$ cat src/rtl/record_playback_ctrl.sv
// Record/playback sequencer for a 2**ADDR_W x 16 sample memory.
// Sole driver of the memory write/address/data pins; read data is registered through a 3-stage pipe.
module record_playback_ctrl #(
  parameter int unsigned ADDR_W = 16
) (
  input  logic              clk,
  input  logic              reset,
  input  logic              rec_start,
  input  logic              play_start,
  input  logic              stop,
  input  logic              loop,
  input  logic              sample_valid,
  input  logic [15:0]       sample_in,
  input  logic              play_tick,
  input  logic [15:0]       mem_dataout,
  output logic              mem_write,
  output logic [ADDR_W-1:0] mem_address,
  output logic [15:0]       mem_datain,
  output logic [15:0]       sample_out,
  output logic              sample_out_valid,
  output logic              recording,
  output logic              playing,
  output logic              full,
  output logic [ADDR_W:0]   rec_length
);

  typedef enum logic [1:0] {StIdle, StRecord, StPlay} state_e;

  localparam logic [ADDR_W-1:0] PtrOne = 1;
  localparam logic [ADDR_W:0]   LenOne = 1;

  state_e              state_q;
  logic [ADDR_W-1:0]   wr_ptr_q;
  logic [ADDR_W-1:0]   rd_ptr_q;
  logic                rd_v1_q;
  logic                rd_v2_q;
  logic                rd_v3_q;
  logic [15:0]         rd_data_q;
  logic                last_rd;

  assign last_rd   = ({1'b0, rd_ptr_q} == (rec_length - LenOne));
  assign recording = (state_q == StRecord);
  assign playing   = (state_q == StPlay);

  always_ff @(posedge clk) begin
    if (reset) begin
      state_q          <= StIdle;
      mem_write        <= 1'b0;
      mem_address      <= '0;
      mem_datain       <= '0;
      sample_out       <= '0;
      sample_out_valid <= 1'b0;
      full             <= 1'b0;
      rec_length       <= '0;
      wr_ptr_q         <= '0;
      rd_ptr_q         <= '0;
      rd_v1_q          <= 1'b0;
      rd_v2_q          <= 1'b0;
      rd_v3_q          <= 1'b0;
      rd_data_q        <= '0;
    end else begin
      mem_write <= 1'b0;
      // Read pipe: address out, memory latency, capture, output register.
      rd_v1_q          <= 1'b0;
      rd_v2_q          <= rd_v1_q;
      rd_v3_q          <= rd_v2_q;
      sample_out_valid <= rd_v3_q;
      if (rd_v2_q) rd_data_q  <= mem_dataout;
      if (rd_v3_q) sample_out <= rd_data_q;

      if (stop) begin
        state_q <= StIdle;
      end else if (rec_start) begin
        state_q    <= StRecord;
        wr_ptr_q   <= '0;
        rec_length <= '0;
        full       <= 1'b0;
      end else if (play_start && (rec_length != '0)) begin
        state_q  <= StPlay;
        rd_ptr_q <= '0;
      end else begin
        case (state_q)
          StRecord: begin
            if (sample_valid) begin
              mem_write   <= 1'b1;
              mem_address <= wr_ptr_q;
              mem_datain  <= sample_in;
              wr_ptr_q    <= wr_ptr_q + PtrOne;
              rec_length  <= rec_length + LenOne;
              if (wr_ptr_q == '1) begin
                full    <= 1'b1;
                state_q <= StIdle;
              end
            end
          end
          StPlay: begin
            if (play_tick) begin
              mem_address <= rd_ptr_q;
              rd_v1_q     <= 1'b1;
              if (last_rd) begin
                rd_ptr_q <= '0;
                if (!loop) state_q <= StIdle;
              end else begin
                rd_ptr_q <= rd_ptr_q + PtrOne;
              end
            end
          end
          default: ;
        endcase
      end
    end
  end

endmodule

$ cat config.mk
export PLATFORM = sky130hd
export DESIGN_NAME = record_playback_ctrl
export DESIGN_NICKNAME = d
export VERILOG_FILES = /design/src/rtl/record_playback_ctrl.sv
export SDC_FILE = /design/constraint.sdc
export NUM_CORES = 1
export LEC_CHECK = 0
export ABC_AREA = 0
export CAP_MARGIN = 20
export CORE_MARGIN = 1
export CORE_UTILIZATION = 56
export CTS_BUF_LIST = sky130_fd_sc_hd__clkbuf_4 sky130_fd_sc_hd__clkbuf_8 sky130_fd_sc_hd__clkbuf_16
export CTS_CLUSTER_DIAMETER = 40
export DETAILED_ROUTE_END_ITERATION = 7
export GPL_TIMING_DRIVEN = 0
export PLACE_DENSITY = 0.85
export RECOVER_POWER = 25
export SLEW_MARGIN = 20
export SYNTH_ARGS = -nofsm -noshare
export SYNTH_HDL_FRONTEND = slang
export SYNTH_SLANG_ARGS = --single-unit
$ cat constraint.sdc
create_clock -name clk -period 7.1 [get_ports clk]
set_input_delay 1.42 -clock clk [delete_from_list [all_inputs] [get_ports clk]]
set_output_delay 1.42 -clock clk [all_outputs]
set_load 0.05 [all_outputs]
==> flow_summary.toml <==
[status]
result_of_the_run = "finished clean"

[timing]
report.final.slew_viol_count = 0
finClkSkew_ns = 0.00860
setup_viol = 0
timing.slew.headroom_pct = 38.7
final.period_utilization_pct = 58.8
timing.fmax_mhz = 240
rsz0062_at_grt = "false"
tightest_slew_ns = 0.918
final.setup.tns_ns = 0
final-hold-violation-count = 0
fin_crit_ns = 4.17
hold_slack_ns = 0.433
layout_setup_ws_ns = 2.93

[layout]
layout.cell_area.non_filler_um2 = 7680
antenna_cells_inserted = 0
layout_cells_sized_above_1_pct = 9.10
final_util_pct = 77.5
syn_to_final_growth_pct = 31.8
net_count_final = 836
layoutNonFillerInstCount = 935

[clock_network]
clkTransAtPathRegs_ns = 0.06
clock_tree_from_tritoncts = "yes"
clock_tree.root_cell = "clkbuf_8"
cts_resized = 0
tritoncts_sink_count = 121
htreeDepth = 4
postCtsSetupBuffers = 0
postCtsHoldBufs = 0
worstSkewPairLatency_ns = 0.53
ctsLongestPathBuffers = 2
cts_made_buffers = 17

[grt]
grtUsageTotal_pct = 31.3
grt_overflow = 0
grt_start_max_net_pins = 17
grt_pass1_vias = 5475
antenna_found_initial = 0
first_pass_grt_wire_length_um = 26800

[drt]
via_count = 5463
drt-pass1-iter-count = 5
top_layer = "met4"
remaining_drc_errors = 0
routed_wire_length_per_instance_um = 17.9
routed-wl-met3_um = 1190
m1WireLength_um = 6430
final_ant_viol_nets = 0
met2_wirelength_um = 8630
postRouteWirelength_um = 16800
first_iteration_detailed_routing_drc_count = 346
viasPerCell = 5.84

[power]
power_share_of_the_combinational_group_pct = 5.7
post-layout-total-power_mw = 1.66
internal-power_mw = 1.27
power-per-cell-area_nw_per_um2 = 216
switching_power_share_of_the_total_pct = 23.3
leakage_power_nw = 2.54
vdd.ir_drop.worst_mv = 0.191
power.sequential.fraction_pct = 41.4
pwr-share-clk_pct = 52.9
power.net_switching_mw = 0.386

[job]
max_cap_viol_count = 0

[synth]
synth_flop_cell = "dfxtp_1"
edff_count_synth = 0
post_synth_inst_count = 662
mappedNetlistNets = 709
synthesis.area_um2 = 5830
postSynth.asyncResetShare_pct = 0
synth_sequential_area_ratio_pct = 41.6
ys.warnings.count = 0
synthesis.area_per_instance_um2 = 8.81
yosys.cell_types.count = 57
post_synthesis_sequential_element_count = 121

[critical_path]
start_kind = "flop"
critical_path_arrival_ns = 4.59
timing.critical_path.to_type = "flop"
crit_path_max_fanout = 10
path_class = "flop to flop"
required_ns = 7.51
setup.reg_to_reg.worst_slack_ns = 2.93
critPathLaunch = "rec_length[0]"
worstReg2RegStart = "rec_length[0]"

[placed_design]
numPortBuffers = 108
dp_cells = 903
hpwl_um = 11700
gp_routability_congestion = 0.938
dp_worst_setup_slack_ns = 3.14
placed_area_um2 = 7080

[floorplanning]
start_util_pct = 58.8
die_x_um = 104
core.rowCount = 36
die-area_um2 = 10800
ioPinCount = 110
die_y_um = 104
coreArea_um2 = 9910

[worst_hold_path]
holdCritStartpoint = "rd_v1_q"
holdCritPathClass = "flop to flop"
## power groups by stage
stage / clock network [mW] / registers [mW] / logic (mW)
after detailed placement: 0 / 0.702 / 0.0926
final: 0.877 / 0.687 / 0.0949
after global placement: 0 / 0.701 / 0.0907
after CTS: 0.880 / 0.687 / 0.0942
after global routing: 0.911 / 0.687 / 0.100
after floorplan: 0 / 0.712 / 0.0393
## worst max-delay path, stage by stage, from the launching register on
cell and delay, ns:
dfxtp_1 0.39, clkbuf_1 0.40, inv_1 0.13, ha_1 0.21, buf_2 0.18, or3b_2 0.25
nor4_1 0.07, or3b_2 0.45, a2111oi_0 0.55, o2111ai_1 0.59, o21bai_1 0.47, buf_2 0.29
nor2_1 0.08
## final cells by class
type                       instances  area, um2
inverter                          15       56.3
fill                             654       2230
clock inverter                    13        170
timing repair buffer             108       1080
multi-input combinational        474       3120
buffer                            52        229
sequential                       121       2420
clock buffer                      19        435
tap                              133        166
## state kept, by name, indices dropped and copies added (netlist names)
signal,cells
full,1
mem_address,16
mem_datain,16
mem_write,1
rd_data_q,16
rd_ptr_q,16
rd_v1_q,1
rd_v2_q,1
rd_v3_q,1
rec_length,17
sample_out,16
sample_out_valid,1
state_q,2
wr_ptr_q,16
## cell families (layout without fill, tap and decap cells)
family | count (synthesis) | in the layout | synth area share (%)
buffers and inverters | 67 | 207 | 4.89
flip-flops | 121 | 121 | 41.6
XOR/XNOR | 57 | 57 | 8.56
adder cells (fa/ha/maj) | 7 | 7 | 1.50
AO/OA/AOI/OAI | 83 | 83 | 10.2
multiplexers | 51 | 51 | 8.78
AND/OR/NAND/NOR | 276 | 276 | 24.5
## layer usage
layer	global-route usage [%]	vias up
li1	-	2543
met1	33.9	2632
met2	56.2	241
met3	8.90	47
met4	14.2	0
met5	0	-
## final timing paths
path,to,depth (start not counted)
setup / recovery,rd_ptr_q[15],12
hold / removal,rd_v2_q,1
setup reg to reg,rd_ptr_q[15],12
hold reg to reg,rd_v2_q,1
## layout by cell type (no fill, tap or decap), types with 3 or more instances in the layout
cell | netlist | layout
dfxtp_1 | 121 | 121
nor2_1 | 111 | 111
clkdlybuf4s50_1 | 0 | 96
nand2_1 | 61 | 61
mux2i_1 | 50 | 50
xnor2_1 | 44 | 44
clkbuf_1 | 33 | 37
a21oi_1 | 24 | 24
nand3_1 | 20 | 20
a211oi_1 | 18 | 18
clkbuf_16 | 0 | 16
inv_1 | 15 | 15
nor4_1 | 15 | 15
xor2_1 | 13 | 13
dlygate4sd3_1 | 0 | 12
nor3_1 | 11 | 11
nand4_1 | 10 | 10
nor4b_2 | 9 | 9
o21ai_0 | 9 | 9
a31oi_1 | 7 | 7
ha_1 | 7 | 7
and4_1 | 6 | 6
buf_2 | 6 | 6
and3_1 | 6 | 6
nor4_2 | 5 | 5
buf_1 | 9 | 5
a211oi_2 | 4 | 4
clkinv_4 | 0 | 4
o21bai_1 | 3 | 3
buf_6 | 3 | 3
and2_1 | 3 | 3
nor2b_1 | 3 | 3
o211ai_1 | 3 | 3
bufinv_16 | 0 | 3
clkinvlp_4 | 0 | 3
## cells in the mapped netlist, types with 2 or more instances
| cell | instances | area [um2] |
|---|---|---|
| nand3_1 | 20 | 100 |
| o2111ai_1 | 2 | 17.5 |
| or3_1 | 2 | 12.5 |
| nor4_1 | 15 | 93.8 |
| nor4_2 | 5 | 62.6 |
| a211oi_2 | 4 | 50.1 |
| nor2_1 | 111 | 417 |
| nand4_1 | 10 | 62.6 |
| and2_1 | 3 | 18.8 |
| nand2_1 | 61 | 229 |
| inv_1 | 15 | 56.3 |
| xor2_1 | 13 | 114 |
| nor3_1 | 11 | 55.1 |
| and3_1 | 6 | 37.5 |
| and4bb_2 | 2 | 25.0 |
| clkbuf_1 | 33 | 124 |
| ha_1 | 7 | 87.6 |
| buf_2 | 6 | 30.0 |
| xnor2_1 | 44 | 385 |
| nor4b_2 | 9 | 135 |
| o211ai_1 | 3 | 22.5 |
| a21boi_0 | 2 | 15.0 |
| a31oi_1 | 7 | 43.8 |
| dfxtp_1 | 121 | 2420 |
| o21ai_0 | 9 | 45.0 |
| buf_6 | 3 | 33.8 |
| buf_1 | 9 | 33.8 |
| nor2b_1 | 3 | 18.8 |
| a21oi_1 | 24 | 120 |
| and4_1 | 6 | 52.6 |
| or3b_2 | 2 | 17.5 |
| mux2i_1 | 50 | 500 |
| o21bai_1 | 3 | 22.5 |
| a211oi_1 | 18 | 135 |
(Power assumes the default switching activity.)
